### config.mk
export PLATFORM = sky130hd
export DESIGN_NAME = uart_fifo
export DESIGN_NICKNAME = d
export VERILOG_FILES = /design/src/rtl/uart_fifo_pkg.sv /design/src/rtl/uart_sync_fifo.sv /design/src/rtl/uart_fifo.sv
export SDC_FILE = /design/constraint.sdc
export NUM_CORES = 1
export LEC_CHECK = 0
export BUFFER_PORTS_ARGS = -buffer_cell sky130_fd_sc_hd__buf_2
export CAP_MARGIN = 20
export CORE_UTILIZATION = 50
export DETAILED_ROUTE_END_ITERATION = 10
export PLACE_DENSITY = 0.79
export SYNTH_ARGS = -nofsm -noshare
export SYNTH_HDL_FRONTEND = slang
export SYNTH_SLANG_ARGS = --single-unit
### constraint.sdc
create_clock -name clk16x -period 2.8 [get_ports clk16x]
set_input_delay 0.28 -clock clk16x [delete_from_list [all_inputs] [get_ports clk16x]]
set_output_delay 0.28 -clock clk16x [all_outputs]
set_load 0.01 [all_outputs]
### src/rtl/uart_fifo_pkg.sv
// Shared constants and state encoding for the buffered 16x-oversampled UART.
package uart_fifo_pkg;

  localparam int PAR_NONE = 0;
  localparam int PAR_ODD  = 1;
  localparam int PAR_EVEN = 2;

  // Start bit is checked at its centre; every later bit is 16 ticks on.
  localparam logic [3:0] SAMPLE_MID = 4'd7;
  localparam logic [3:0] BIT_LAST   = 4'd15;

  typedef enum logic [2:0] {
    ST_IDLE   = 3'd0,
    ST_START  = 3'd1,
    ST_DATA   = 3'd2,
    ST_PARITY = 3'd3,
    ST_STOP   = 3'd4
  } uart_state_e;

endpackage

### src/rtl/uart_sync_fifo.sv
// Synchronous first-word-fall-through FIFO; pointers carry one extra wrap bit.
module uart_sync_fifo #(
  parameter int WIDTH = 8,
  parameter int DEPTH = 4
) (
  input  logic                     clk16x,
  input  logic                     clrn,
  input  logic                     push_i,
  input  logic [WIDTH-1:0]         wdata_i,
  input  logic                     pop_i,
  output logic [WIDTH-1:0]         rdata_o,
  output logic                     full_o,
  output logic                     empty_o,
  output logic [$clog2(DEPTH):0]   count_o
);
  localparam int AW = $clog2(DEPTH);

  logic [WIDTH-1:0] mem_q [DEPTH];
  logic [AW:0]      wr_ptr_q, rd_ptr_q;
  logic             do_push, do_pop;

  assign empty_o = (wr_ptr_q == rd_ptr_q);
  assign full_o  = (wr_ptr_q[AW] != rd_ptr_q[AW]) &&
                   (wr_ptr_q[AW-1:0] == rd_ptr_q[AW-1:0]);
  assign count_o = wr_ptr_q - rd_ptr_q;
  assign do_push = push_i && !full_o;
  assign do_pop  = pop_i && !empty_o;
  assign rdata_o = mem_q[rd_ptr_q[AW-1:0]];

  always_ff @(posedge clk16x or negedge clrn) begin
    if (!clrn) begin
      wr_ptr_q <= '0;
      rd_ptr_q <= '0;
    end else begin
      if (do_push) wr_ptr_q <= wr_ptr_q + 1'b1;
      if (do_pop)  rd_ptr_q <= rd_ptr_q + 1'b1;
    end
  end

  always_ff @(posedge clk16x) begin
    if (do_push) mem_q[wr_ptr_q[AW-1:0]] <= wdata_i;
  end

endmodule

### src/rtl/uart_fifo.sv
// 16x-oversampled UART with configurable framing and RX/TX FIFOs on the CPU side.
module uart_fifo import uart_fifo_pkg::*; #(
  parameter int DATA_BITS  = 8,
  parameter int PARITY     = 2,
  parameter int STOP_BITS  = 1,
  parameter int FIFO_DEPTH = 4,
  parameter int CW         = $clog2(FIFO_DEPTH) + 1
) (
  input  logic                 clk16x,
  input  logic                 clrn,
  input  logic                 rdn,
  output logic [DATA_BITS-1:0] d_out,
  output logic                 r_ready,
  output logic                 parity_error,
  output logic                 frame_error,
  output logic                 overrun,
  output logic [CW-1:0]        r_count,
  input  logic                 rxd,
  input  logic                 wrn,
  input  logic [DATA_BITS-1:0] d_in,
  output logic                 t_full,
  output logic                 t_empty,
  output logic                 txd
);

  function automatic logic par_bit(input logic [DATA_BITS-1:0] d);
    return (PARITY == PAR_ODD) ? ~(^d) : ^d;
  endfunction

  logic rdn_s1_q, rdn_s2_q, rdn_prev_q, wrn_s1_q, wrn_s2_q, wrn_prev_q;
  logic rxd_s1_q, rxd_s2_q, rxd_prev_q;
  logic rd_fire, wr_fire;

  uart_state_e          rx_state_q, rx_state_d, tx_state_q, tx_state_d;
  logic [3:0]           rx_cnt_q, rx_cnt_d, tx_cnt_q, tx_cnt_d;
  logic [2:0]           rx_bit_q, rx_bit_d, tx_bit_q, tx_bit_d;
  logic [DATA_BITS-1:0] rx_shift_q, rx_shift_d, tx_shift_q, tx_shift_d;
  logic                 rx_perr_q, rx_perr_d, tx_par_q, tx_par_d;
  logic                 txd_q, txd_d, overrun_q, rx_push, tx_pop;

  logic [DATA_BITS+1:0] rx_head;
  logic                 rx_full, rx_empty, tx_full, tx_empty;
  logic [DATA_BITS-1:0] tx_head;
  logic [CW-1:0]        tx_count;

  assign rd_fire = rdn_prev_q && !rdn_s2_q;
  assign wr_fire = wrn_prev_q && !wrn_s2_q;

  uart_sync_fifo #(.WIDTH(DATA_BITS + 2), .DEPTH(FIFO_DEPTH)) u_rx_fifo (
    .clk16x (clk16x), .clrn (clrn),
    .push_i (rx_push), .wdata_i ({~rxd_s2_q, rx_perr_q, rx_shift_q}),
    .pop_i  (rd_fire), .rdata_o (rx_head),
    .full_o (rx_full), .empty_o (rx_empty), .count_o (r_count)
  );

  uart_sync_fifo #(.WIDTH(DATA_BITS), .DEPTH(FIFO_DEPTH)) u_tx_fifo (
    .clk16x (clk16x), .clrn (clrn),
    .push_i (wr_fire), .wdata_i (d_in),
    .pop_i  (tx_pop), .rdata_o (tx_head),
    .full_o (tx_full), .empty_o (tx_empty), .count_o (tx_count)
  );

  always_comb begin
    rx_state_d = rx_state_q;
    rx_cnt_d   = rx_cnt_q + 4'd1;
    rx_bit_d   = rx_bit_q;
    rx_shift_d = rx_shift_q;
    rx_perr_d  = rx_perr_q;
    rx_push    = 1'b0;
    unique case (rx_state_q)
      ST_IDLE: begin
        rx_cnt_d = '0;
        if (rxd_prev_q && !rxd_s2_q) rx_state_d = ST_START;
      end
      ST_START: if (rx_cnt_q == SAMPLE_MID) begin
        rx_cnt_d   = '0;
        rx_bit_d   = '0;
        rx_perr_d  = 1'b0;
        rx_state_d = rxd_s2_q ? ST_IDLE : ST_DATA;
      end
      ST_DATA: if (rx_cnt_q == BIT_LAST) begin
        rx_shift_d = {rxd_s2_q, rx_shift_q[DATA_BITS-1:1]};
        rx_bit_d   = rx_bit_q + 3'd1;
        if (rx_bit_q == 3'(DATA_BITS - 1)) begin
          rx_bit_d   = '0;
          rx_state_d = (PARITY != PAR_NONE) ? ST_PARITY : ST_STOP;
        end
      end
      ST_PARITY: if (rx_cnt_q == BIT_LAST) begin
        rx_perr_d  = rxd_s2_q ^ par_bit(rx_shift_q);
        rx_state_d = ST_STOP;
      end
      ST_STOP: if (rx_cnt_q == BIT_LAST) begin
        rx_push    = 1'b1;
        rx_state_d = ST_IDLE;
      end
      default: rx_state_d = ST_IDLE;
    endcase
  end

  always_comb begin
    tx_state_d = tx_state_q;
    tx_cnt_d   = tx_cnt_q + 4'd1;
    tx_bit_d   = tx_bit_q;
    tx_shift_d = tx_shift_q;
    tx_par_d   = tx_par_q;
    tx_pop     = 1'b0;
    unique case (tx_state_q)
      ST_IDLE: begin
        tx_cnt_d = '0;
        if (!tx_empty) begin
          tx_pop     = 1'b1;
          tx_shift_d = tx_head;
          tx_par_d   = par_bit(tx_head);
          tx_state_d = ST_START;
        end
      end
      ST_START: if (tx_cnt_q == BIT_LAST) begin
        tx_bit_d   = '0;
        tx_state_d = ST_DATA;
      end
      ST_DATA: if (tx_cnt_q == BIT_LAST) begin
        tx_shift_d = tx_shift_q >> 1;
        tx_bit_d   = tx_bit_q + 3'd1;
        if (tx_bit_q == 3'(DATA_BITS - 1)) begin
          tx_bit_d   = '0;
          tx_state_d = (PARITY != PAR_NONE) ? ST_PARITY : ST_STOP;
        end
      end
      ST_PARITY: if (tx_cnt_q == BIT_LAST) begin
        tx_bit_d   = '0;
        tx_state_d = ST_STOP;
      end
      ST_STOP: if (tx_cnt_q == BIT_LAST) begin
        tx_bit_d = tx_bit_q + 3'd1;
        if (tx_bit_q == 3'(STOP_BITS - 1)) tx_state_d = ST_IDLE;
      end
      default: tx_state_d = ST_IDLE;
    endcase
    // txd is registered from next-state so the line never glitches.
    unique case (tx_state_d)
      ST_START:  txd_d = 1'b0;
      ST_DATA:   txd_d = tx_shift_d[0];
      ST_PARITY: txd_d = tx_par_d;
      default:   txd_d = 1'b1;
    endcase
  end

  always_ff @(posedge clk16x or negedge clrn) begin
    if (!clrn) begin
      {rdn_s1_q, rdn_s2_q, rdn_prev_q} <= 3'b111;
      {wrn_s1_q, wrn_s2_q, wrn_prev_q} <= 3'b111;
      {rxd_s1_q, rxd_s2_q, rxd_prev_q} <= 3'b111;
      rx_state_q <= ST_IDLE;
      tx_state_q <= ST_IDLE;
      rx_cnt_q   <= '0;
      tx_cnt_q   <= '0;
      rx_bit_q   <= '0;
      tx_bit_q   <= '0;
      txd_q      <= 1'b1;
      overrun_q  <= 1'b0;
    end else begin
      {rdn_s1_q, rdn_s2_q, rdn_prev_q} <= {rdn, rdn_s1_q, rdn_s2_q};
      {wrn_s1_q, wrn_s2_q, wrn_prev_q} <= {wrn, wrn_s1_q, wrn_s2_q};
      {rxd_s1_q, rxd_s2_q, rxd_prev_q} <= {rxd, rxd_s1_q, rxd_s2_q};
      rx_state_q <= rx_state_d;
      tx_state_q <= tx_state_d;
      rx_cnt_q   <= rx_cnt_d;
      tx_cnt_q   <= tx_cnt_d;
      rx_bit_q   <= rx_bit_d;
      tx_bit_q   <= tx_bit_d;
      txd_q      <= txd_d;
      if (rx_push && rx_full)      overrun_q <= 1'b1;
      else if (rd_fire && !rx_empty) overrun_q <= 1'b0;
    end
  end

  always_ff @(posedge clk16x) begin
    rx_shift_q <= rx_shift_d;
    rx_perr_q  <= rx_perr_d;
    tx_shift_q <= tx_shift_d;
    tx_par_q   <= tx_par_d;
  end

  assign r_ready      = !rx_empty;
  assign d_out        = r_ready ? rx_head[DATA_BITS-1:0] : '0;
  assign parity_error = r_ready & rx_head[DATA_BITS];
  assign frame_error  = r_ready & rx_head[DATA_BITS+1];
  assign overrun      = overrun_q;
  assign t_full       = tx_full;
  assign t_empty      = (tx_count == '0) && (tx_state_q == ST_IDLE);
  assign txd          = txd_q;

endmodule

After elaboration in Yosys (flattened, before gate mapping). Memory sizes are Yosys's and may differ from the RTL's. Index checks and enable logic that the tools add are counted. Widths: inputs -> output; s select.

Bits of input ports: 13. Memories kept: 2. Bits in writable memories: 72. Register bits after elaboration: 61. Output and inout bits: 18. Logic and storage cells: 158.

Memory list: u_rx_fifo.mem_q (words 4, width 10, rd ports 1, clocked after Yosys merged registers in 0, wr ports 1, line uart_sync_fifo.sv:18) `logic [WIDTH-1:0] mem_q [DEPTH];`; u_tx_fifo.mem_q (words 4, width 8, rd ports 1, clocked after Yosys merged registers in 0, wr ports 1, line uart_sync_fifo.sv:18).

Muxes and demuxes: 48. Reductions and logical operators: 36. Bitwise gates (word level): 4. Equal/unequal tests: 32. Add/subtract/negate cells: 10.

Operator list (number): $mux 3 (20); $pmux 3 s5 (2); $mux 8 (3); $add 3x1->3 const B (6); $eq 3x2->1 const B (6); $ne 2x2->1 const B (9); $pmux 8 s2 (1); $reduce_xor 8->1 (2); $mux 1 (14); $eq 3x3->1 const B (4); $logic_not 3->1 (4); $logic_and 1x1->1 (11); $eq 3x1->1 const B (3); $pmux 3 s3 (1); $reduce_and 3->1 (3); $add 4x1->4 const B (2); $eq 4x4->1 const B (2); $mux 4 (2); $pmux 4 s2 (1); $reduce_bool 2->1 (4); $logic_not 1->1 (7); $eq 3x3->1 (2); $pmux 3 s2 (1); $reduce_and 6->1 (1); other kinds (15) (19).

Logic depth before layout (Yosys ltp). Gate-level depths: netlist (run 1).

Depth after elaboration: 6. Mapped depth: 8. Gate-level depth less buffers: 7.

Hierarchy. A second synthesis (run 1) with hierarchy kept.

Cells, all modules: 384. Area total of the unflattened synthesis: 5901.9 µm².

By module, submodules not included: uart_fifo (instances 1, area each 2391.0 µm², seq. area each 1308.8 µm², cells each 200); uart_sync_fifo (u_rx_fifo) (instances 1, area each 1899.3 µm², seq. area each 1351.3 µm², cells each 97); uart_sync_fifo (u_tx_fifo) (instances 1, area each 1611.5 µm², seq. area each 1111.1 µm², cells each 87).

Worst setup path after synthesis (run 1). No wires, ideal clock.

Kind: flip-flop to flip-flop. From: register u_rx_fifo.rd_ptr_q[1]. To: memory u_rx_fifo.mem_q[3][0] (netlist bit), enable pin. Setup time: 351 ps. Clock period less this slack: 2287 ps. Stages on the path, launching flop included: 8. Arrival time: 1936 ps. Buffers on the path: 1. Path slack: 513 ps. Required time: 2449 ps. Cells stage by stage: dfrtp_1 buf_1 inv_1 ha_1 nand2_1 nor2_1 nor3b_2 and2_1.

Word-level cells in the longest chain between the ends: 6.

RTL lines: start, declared (line uart_sync_fifo.sv:19) `logic [AW:0] wr_ptr_q, rd_ptr_q;`; start signal, assigned (line uart_sync_fifo.sv:36) `if (do_pop) rd_ptr_q <= rd_ptr_q + 1'b1;`; $eq 2x2->1 (line uart_sync_fifo.sv:24) `(wr_ptr_q[AW-1:0] == rd_ptr_q[AW-1:0]);`; $logic_and 1x1->1 (line uart_sync_fifo.sv:23) `assign full_o = (wr_ptr_q[AW] != rd_ptr_q[AW]) &&`; $logic_not 1->1 (line uart_sync_fifo.sv:26) `assign do_push = push_i && !full_o;`; $logic_and 1x1->1 (line uart_sync_fifo.sv:26); $mux 1 (line uart_sync_fifo.sv:41) `if (do_push) mem_q[wr_ptr_q[AW-1:0]] <= wdata_i;`; $mux 1 (implied by the code) (line uart_sync_fifo.sv:41); end, declared (line uart_sync_fifo.sv:18).

Every way passes these cells.

Worst setup path after layout (run 1).
From: register u_tx_fifo.rd_ptr_q[1]. To: output port t_empty.

Word-level cells in the longest chain between the ends: 3.

RTL lines: start, declared (line uart_sync_fifo.sv:19); start signal, assigned (line uart_sync_fifo.sv:36); $sub 3x3->3 (line uart_sync_fifo.sv:25) `assign count_o = wr_ptr_q - rd_ptr_q;`; $logic_not 3->1 (line uart_fifo.sv:191) `assign t_empty = (tx_count == '0) && (tx_state_q == ST_IDLE);`; $logic_and 1x1->1 (line uart_fifo.sv:191); end, declared (line uart_fifo.sv:22) `output logic t_empty,`.

Every way passes these cells.

==> results of run 1 <==
==> sequential cells by signal, indices dropped and copies added (netlist names), 4 cells and up <==
signal,cells
rx_shift_q,8
u_tx_fifo.mem_q,32
tx_cnt_q,4
tx_shift_q,8
u_rx_fifo.mem_q,40
rx_cnt_q,4
==> synth_stat cells (4+ instances only) <==
| cell | count | share of area |
|---|---|---|
| dfstp_2 | 10 | 0.046 |
| o21ai_0 | 12 | 0.011 |
| inv_1 | 17 | 0.011 |
| edfxtp_1 | 88 | 0.47 |
| dfrtp_1 | 33 | 0.15 |
| nor2b_1 | 16 | 0.018 |
| xor2_1 | 8 | 0.012 |
| buf_2 | 6 | 0.0053 |
| and3_1 | 5 | 0.0055 |
| clkbuf_1 | 6 | 0.0040 |
| nor3_1 | 7 | 0.0062 |
| nand2_1 | 17 | 0.011 |
| and2_1 | 11 | 0.012 |
| ha_1 | 21 | 0.046 |
| nor3b_1 | 4 | 0.0053 |
| nand3_1 | 4 | 0.0035 |
| xnor2_1 | 24 | 0.037 |
| a21oi_1 | 4 | 0.0035 |
| mux4_2 | 18 | 0.072 |
| a22o_1 | 5 | 0.0077 |
| nor2_1 | 19 | 0.013 |
==> final timing paths <==
kind	startpoint	to	slack (ns)	cells after the start
min in group clk16x	d_in[3]	u_tx_fifo.mem_q[0][3]	0.09	1
max in group asynchronous	clrn	tx_bit_q[1]	2.18	1
worst max register to register	u_tx_fifo.rd_ptr_q[1]	u_tx_fifo.mem_q[1][3]	0.44	6
worst min-delay path	clrn	rx_bit_q[2]	0.02	1
worst max-delay path	u_tx_fifo.rd_ptr_q[1]	t_empty	0.42	6
worst min register to register	wrn_s1_q	wrn_s2_q	0.35	0
==> layout by cell type (no fill, tap or decap), types with 7 or more instances in the layout <==
| cell | synthesis | layout |
|---|---|---|
| o21ai_0 | 12 | 12 |
| buf_2 | 6 | 30 |
| xor2_1 | 8 | 8 |
| and2_1 | 11 | 11 |
| dfstp_2 | 10 | 10 |
| inv_1 | 17 | 17 |
| mux4_2 | 18 | 18 |
| clkbuf_16 | 0 | 17 |
| xnor2_1 | 24 | 24 |
| nor2b_1 | 16 | 16 |
| nor2_1 | 19 | 19 |
| ha_1 | 21 | 21 |
| nand2_1 | 17 | 17 |
| edfxtp_1 | 88 | 88 |
| nor3_1 | 7 | 7 |
| dfrtp_1 | 33 | 33 |
==> routing by layer <==
layer / up-vias / routed length, microns / track usage
met5: - / 0 / 0
met4: 0 / 210 / 0.0917
met3: 17 / 380 / 0.0555
met2: 54 / 4560 / 0.275
met1: 1505 / 4390 / 0.238
li1: 1450 / - / -
==> cell type report <==
type / count / area (sq um)
Clock buffer: 18 / 429
Clock inverter: 14 / 168
Fill cell: 813 / 4350
Inverter: 17 / 63.8
Multi-Input combinational cell: 206 / 1760
Sequential cell: 133 / 3770
Tap cell: 140 / 175
Timing Repair Buffer: 37 / 210
==> report_power, final <==
part           internal, mW  switching (mW)
sequential             2.36           0.235
combinational         0.724           0.745
clock                  1.34           0.866
==> cells by family (layout without fill, tap and decap cells) <==
group           count (synthesis)  after routing  synth area share
xor+xnor                       32             32            0.0495
simple gates                   96             96            0.0925
mux                            20             20            0.0753
flops                         133            133             0.665
buf+inv                        31             86            0.0232
fa+ha+maj                      22             22            0.0499
compound gates                 36             36            0.0442
==> impl_metrics.csv, run 1 <==
group,metric,value,unit
clocking,clockBufferDepth,2,
place,portBuffers,30,
synthesis,synth_edf_count,88,
cells_and_area,utilization,0.602,
route,dr_total_vias,3026,
synthesis,seq_area_frac_synth,0.665,
synthesis,avgSynthCellArea,15.3,sq um
timing,max_freq,420,MHz
floorplan,initial_core_util,0.518,
timing,finalClockSkew,0.00694,ns
synthesis,yosysWarnings,0,
worst_setup_path,critical_path.max_stage_delay,0.58,ns
power,p_total,6.27,mW
clocking,cts.reportedPaths.clkPinSlew,0.06,ns
route,firstDrtPassIters,4,
worst_setup_path,slowest_stage,"dfrtp_1",
synthesis,syn_area,5670,sq um
worst_setup_path,end_kind,"output pin",
clocking,cts_root_buffer,"clkbuf_16",
clocking,htree_levels,4,
cells_and_area,drive_gt1_frac,0.235,
cells_and_area,area_growth_syn_to_layout,16.1,%
clocking,cts_tree,"yes",
synthesis,yosys_most_used_dff,"edfxtp_1",
synthesis,async_flop_share,0.323,
synthesis,syn_nets,405,
clocking,cts.sink_count,133,
grt,gr-total-overflow,0,
floorplan,die-area,11800,sq um
place,dp_slack,0.531,ns
timing,slew_violations,0,
timing,fin_ws,0.420,ns
cells_and_area,fin_area,6580,sq um
timing,rsz0062_at_grt,"false",
clocking,post_cts_resized,0,
grt,grt_max_degree,44,
power,ir_worst_vdd,802,uV
route,vias_per_cell,5.36,
route,initialDrtViolationCount,136,
cells_and_area,nNetsFinal,447,
route,ant_nets,0,
place,dp_cells,530,
timing,slew_headroom,0.358,
worst_setup_path,cp_cell_sequence,"inv_1 > ha_1 > nor2b_1 > xnor2_1 > nor3_1 > buf_2",
grt,antenna_found_initial,0,
clocking,cts_setup_buffers,0,
floorplan,die_h,108,microns
clocking,cts_buffers,17,
worst_setup_path,startpoint_type,"flip-flop",
grt,track_usage,0.182,
timing,setup_viol,0,
worst_setup_path,arrival,2.10,ns
floorplan,fp.dieW,108,microns
route,wl_per_cell,16.9,microns
worst_setup_path,crit_buf_inv,2,
route,wl,9540,microns
clocking,hold_buffers,3,
timing,setup_tns,0,ns
worst_hold_path,hold_class,"in2async",
place,gp_congestion,0.782,
synthesis,synth.distinct_cells,49,
worst_setup_path,required,2.52,ns
timing,hold_violations,0,
floorplan,design.core.area,10900,sq um
route,post-route-drc-count,0,
timing,holdWs,0.0225,ns
grt,grt_pass1_wl,15600,microns
worst_setup_path,path_max_fanout,10,
place,dp.final_hpwl,6360,microns
floorplan,rows,38,
timing,period_share,0.850,
power,p_per_area,953,nW/um^2
power,power.leakage,2.53,nW
place,detailed_place.area,5950,sq um
cells_and_area,antenna_cells,0,
cells_and_area,finalNonFillerCells,565,
job,drv_cap,0,
floorplan,ios,31,
run_status,outcome,"completed",
grt,grt_pass1_vias,3094,
worst_setup_path,crit_family,"flip-flops",
timing,worst_slew_pin_slew,0.963,ns
synthesis,synthCells,370,
timing,period_needed,2.38,ns
worst_setup_path,critPathKind,"reg2out",
clocking,clk_latency,0.41,ns
synthesis,synth_seq_cells,133,
Note: power is estimated with default switching activity, not from simulation.
==> run 2, diff against run 1 <==
==> constraint.sdc (replaced) <==
create_clock -name clk16x -period 2.3 [get_ports clk16x]
set_input_delay 0.23 -clock clk16x [delete_from_list [all_inputs] [get_ports clk16x]]
set_output_delay 0.23 -clock clk16x [all_outputs]
set_load 0.01 [all_outputs]
==> run 2 against run 1 <==
Effect of this change: core utilization up 1.5 points; via count grew 3.6%; highest routed layer unchanged; final area rose by 2.5%; sequential share of layout area down 1.4 points; largest cell class unchanged; first-iteration DRC count is 49% higher.
==> impl_metrics.csv, run 2 (synthesis results as in run 1) <==
group,metric,value,unit
clocking,cts_buffers,17,
cells_and_area,antenna_cells,0,
worst_setup_path,path_max_fanout,12,
run_status,outcome,"completed",
route,wl_per_cell,17.6,microns
timing,slew_headroom,0.629,
timing,setup_tns,0,ns
route,initialDrtViolationCount,203,
clocking,cts.reportedPaths.clkPinSlew,0.06,ns
place,portBuffers,30,
worst_setup_path,reg2regPathDepth,6,
cells_and_area,fillers,802,
timing,finalClockSkew,0.00994,ns
floorplan,die-area,11800,sq um
power,power.leakage,2.63,nW
route,vias_per_cell,5.41,
clocking,cts.sink_count,133,
worst_hold_path,hold-path-cell-count,1,
floorplan,die_h,108,microns
place,gp_congestion,0.805,
clocking,cts_tree,"yes",
clocking,clk_latency,0.42,ns
cells_and_area,final_common_cell,"edfxtp_1",
grt,grt_pass1_wl,16600,microns
cells_and_area,final_cell_mix,"88 x edfxtp_1, 33 x dfrtp_1, 30 x buf_2",
worst_setup_path,critPathKind,"reg2out",
worst_setup_path,startpoint_type,"flip-flop",
timing,worst_slew_pin_slew,0.556,ns
power,internal-power,5.74,mW
route,dr_total_vias,3135,
worst_setup_path,end_kind,"output pin",
route,firstDrtPassIters,4,
clocking,cts_root_buffer,"clkbuf_16",
worst_setup_path,arrival,1.98,ns
cells_and_area,nNetsFinal,462,
job,drv_cap,0,
timing,period_needed,2.21,ns
place,dp.final_hpwl,6600,microns
power,p_switching,2.25,mW
worst_setup_path,required,2.07,ns
cells_and_area,largest_reg_flops,40,
timing,setup_viol,0,
cells_and_area,fin_area,6750,sq um
grt,antenna_found_initial,0,
floorplan,rows,38,
power,switching_share,0.282,
place,dp_slack,0.154,ns
timing,max_freq,452,MHz
grt,grt_pass1_vias,3251,
power,ir_worst_vdd,862,uV
grt,grt_max_degree,26,
place,detailed_place.area,6060,sq um
power,p_clk_frac,0.370,
cells_and_area,utilization,0.617,
power,comb_power_share,0.241,
route,post-route-drc-count,0,
power,p_per_area,1180,nW/um^2
timing,hold_violations,0,
clocking,clockBufferDepth,2,
route,wl,10200,microns
power,sequentialPowerShare,0.389,
timing,period_share,0.962,
cells_and_area,drive_gt1_frac,0.262,
grt,track_usage,0.196,
timing,slew_violations,0,
grt,gr-total-overflow,0,
floorplan,ios,31,
floorplan,design.core.area,10900,sq um
route,ant_nets,0,
cells_and_area,area_growth_syn_to_layout,19.1,%
timing,fin_ws,0.0875,ns
worst_hold_path,hold_class,"in2reg",
clocking,htree_levels,4,
timing,holdWs,0.0246,ns
floorplan,fp.dieW,108,microns
floorplan,initial_core_util,0.518,
-- run 2: cell types whose count changed in the layout (fill, tap and decap cells not counted), sizes merged, moves of 2 or more --
cell | previous run | this run
buf | 34 | 48
bufinv | 2 | 5
clkinvlp | 4 | 2
inv | 24 | 22
-- run 2: repair_timing --
item,CTS,global route
buffers inserted,0,0
hold endpoints to repair,21,0
hold buffers,4,0
resized for setup,0,2
endpoints found under the setup margin,0,16
-- run 2: routing by layer --
layer | routed length [microns] | track usage | up-vias
li1 | - | - | 1471
met1 | 4440 | 0.256 | 1563
met2 | 5080 | 0.311 | 85
met3 | 514 | 0.0530 | 16
met4 | 183 | 0.0792 | 0
met5 | 0 | 0 | -
-- run 2: area by class of cell --
type | count | area (sq um) | area share
clock inverters | 14 | 221 | 0.0328
repair buffers | 52 | 325 | 0.0482
flip-flops and latches | 133 | 3770 | 0.559
well taps | 140 | 175 | 0.0260
inverters | 17 | 63.8 | 0.00945
multi-input cells | 206 | 1770 | 0.262
clock buffers | 17 | 425 | 0.0630
-- run 2: critical path, stage by stage, from the launching register on --
cell and delay, ns:
dfrtp_1 0.49, or3_1 0.50, nor3_1 0.37, buf_2 0.21
-- run 2: stage by stage --
step	instances	total power, mW
6_report	579	7.99
5_1_grt	579	8.38
4_1_cts	579	8.02
3_5_place_dp	544	5.04
3_3_place_gp	544	4.95
2_1_floorplan	370	4.55
-- run 2: path summary, 6_finish.rpt --
kind                                        from                     to  slack (ns)
min                                      d_in[3]  u_tx_fifo.mem_q[0][3]        0.02
max in group asynchronous                   clrn                    txd        1.33
min in group asynchronous                   clrn            rx_bit_q[2]        0.33
max reg2reg                u_tx_fifo.wr_ptr_q[0]  u_tx_fifo.mem_q[1][6]        0.10
max                                tx_state_q[1]                t_empty        0.09
min reg2reg                             wrn_s1_q               wrn_s2_q        0.36
-- run 2: power groups by stage --
| stage | Combinational (mW) | Clock [mW] | Sequential [mW] |
|---|---|---|---|
| 2_1_floorplan | 1.49 | 0 | 3.06 |
| 3_3_place_gp | 1.82 | 0 | 3.12 |
| 3_5_place_dp | 1.89 | 0 | 3.15 |
| 4_1_cts | 1.94 | 2.98 | 3.10 |
| 5_1_grt | 2.16 | 3.08 | 3.13 |
| 6_report | 1.93 | 2.96 | 3.10 |
==> run 3, diff against run 2 <==
--- a/config.mk
+++ b/config.mk
@@ -9,6 +9,7 @@
 export CAP_MARGIN = 20
 export CORE_UTILIZATION = 50
 export DETAILED_ROUTE_END_ITERATION = 10
+export GPL_ROUTABILITY_DRIVEN = 0
 export PLACE_DENSITY = 0.79
 export SYNTH_ARGS = -nofsm -noshare
 export SYNTH_HDL_FRONTEND = slang
==> constraint.sdc (replaced) <==
create_clock -name clk16x -period 2.6 [get_ports clk16x]
set_input_delay 0.26 -clock clk16x [delete_from_list [all_inputs] [get_ports clk16x]]
set_output_delay 0.26 -clock clk16x [all_outputs]
set_load 0.01 [all_outputs]
==> run 3 against run 2 <==
Effect of this change: the run now ends with hold timing left; die area unchanged; clock power is 20% lower; register-to-register slack improved by 0.22 ns; largest cell class unchanged; largest power group unchanged.
==> impl_metrics.csv, run 3 (synthesis results as in run 1) <==
group,metric,value,unit
clocking,cts.sink_count,133,
clocking,clockBufferDepth,2,
power,p_per_area,1030,nW/um^2
clocking,cts_setup_buffers,0,
route,dr_total_vias,3073,
worst_setup_path,startpoint_type,"flip-flop",
cells_and_area,utilization,0.604,
worst_setup_path,crit_path_start,"u_rx_fifo.wr_ptr_q[0]",
clocking,cts_root_buffer,"clkbuf_16",
route,wl_per_cell,16.6,microns
timing,holdWs,-0.00493,ns
timing,rsz0062_at_grt,"false",
place,portBuffers,30,
timing,setup_viol,0,
timing,period_needed,2.28,ns
clocking,cts.reportedPaths.clkPinSlew,0.06,ns
route,firstDrtPassIters,6,
worst_hold_path,hold_class,"in2async",
power,ir_worst_vdd,686,uV
timing,finalClockSkew,0.00657,ns
route,wl,9460,microns
grt,antenna_found_initial,0,
floorplan,die_h,108,microns
route,post-route-drc-count,0,
cells_and_area,fillers,785,
worst_setup_path,critPathKind,"reg2reg",
timing,hold_violations,6,
cells_and_area,final_common_cell,"edfxtp_1",
worst_setup_path,arrival,2.33,ns
floorplan,fp.dieW,108,microns
power,p_total,6.77,mW
clocking,cts_tree,"yes",
timing,worst_slew_pin_slew,0.951,ns
run_status,outcome,"complete, but fails checks",
job,drv_cap,0,
route,ant_nets,0,
route,initialDrtViolationCount,134,
cells_and_area,finalNonFillerCells,569,
floorplan,die-area,11800,sq um
cells_and_area,area_growth_syn_to_layout,16.6,%
timing,slew_headroom,0.366,
route,vias_per_cell,5.40,
timing,period_share,0.876,
cells_and_area,fin_area,6610,sq um
grt,grt_pass1_wl,15600,microns
worst_setup_path,required,2.65,ns
cells_and_area,final_cell_mix,"88 x edfxtp_1, 33 x dfrtp_1, 30 x buf_2",
clocking,cts_buffers,17,
cells_and_area,nNetsFinal,451,
power,power.leakage,2.54,nW
worst_setup_path,r2r-start,"u_rx_fifo.wr_ptr_q[0]",
floorplan,ios,31,
grt,gr-total-overflow,0,
run_status,violations,"hold timing",
timing,setup_tns,0,ns
grt,grt_max_degree,44,
cells_and_area,antenna_cells,0,
clocking,clk_latency,0.41,ns
place,detailed_place.area,5980,sq um
timing,slew_violations,0,
timing,fin_ws,0.323,ns
place,dp_slack,0.345,ns
floorplan,initial_core_util,0.518,
grt,grt_pass1_vias,3147,
place,dp.final_hpwl,6320,microns
grt,track_usage,0.183,
floorplan,design.core.area,10900,sq um
cells_and_area,drive_gt1_frac,0.242,
worst_setup_path,path_max_fanout,11,
floorplan,rows,38,
timing,max_freq,439,MHz
worst_setup_path,end_kind,"flip-flop",
cells_and_area,largest_reg_flops,40,
clocking,htree_levels,4,
place,dp_cells,534,
[run 3: final timing paths]
| check | slack, ns | depth (start not counted) | endpoint |
|---|---|---|---|
| worst min register to register | 0.35 | 0 | rxd_s2_q |
| worst max-delay path | 0.32 | 6 | u_rx_fifo.mem_q[3][8] |
| worst min-delay path | -0.005 | 1 | rx_bit_q[2] |
| max in group asynchronous | 2.01 | 1 | tx_cnt_q[0] |
| worst max register to register | 0.32 | 6 | u_rx_fifo.mem_q[3][8] |
| min in group clk16x | 0.07 | 1 | u_tx_fifo.mem_q[3][7] |
[run 3: report_power, final]
part,switching [mW],total (mW),internal (mW)
Sequential,0.203,2.75,2.54
Clock,0.920,2.36,1.44
Combinational,0.864,1.67,0.807
Total,1.99,6.77,4.79
[run 3: layout make-up]
| class | instances | area, sq um | area share |
|---|---|---|---|
| Sequential cell | 133 | 3770 | 0.571 |
| Multi-Input combinational cell | 206 | 1760 | 0.267 |
| Clock buffer | 18 | 429 | 0.0650 |
| Timing Repair Buffer | 41 | 240 | 0.0364 |
| Tap cell | 140 | 175 | 0.0265 |
| Clock inverter | 14 | 163 | 0.0246 |
| Inverter | 17 | 63.8 | 0.00966 |
[run 3: routing by layer]
metal / GRT usage / vias up / wire [microns]
li1: - / 1452 / -
met2: 0.287 / 77 / 4660
met3: 0.0530 / 15 / 372
met4: 0.0801 / 0 / 155
met5: 0 / - / 0
met1: 0.237 / 1529 / 4260
[run 3: worst max-delay path, cell delays in order, from the launching register on]
cell and delay [ns]:
dfrtp_1 0.40, inv_1 0.14, ha_1 0.28, nand2_1 0.08
nor2_1 0.05, nor3b_2 0.41, and2_1 0.55
[run 3: repair_timing]
action	4_1_cts	5_1_grt
hold buffers	3	0
hold endpoints to repair	3	0
gates resized for setup	0	0
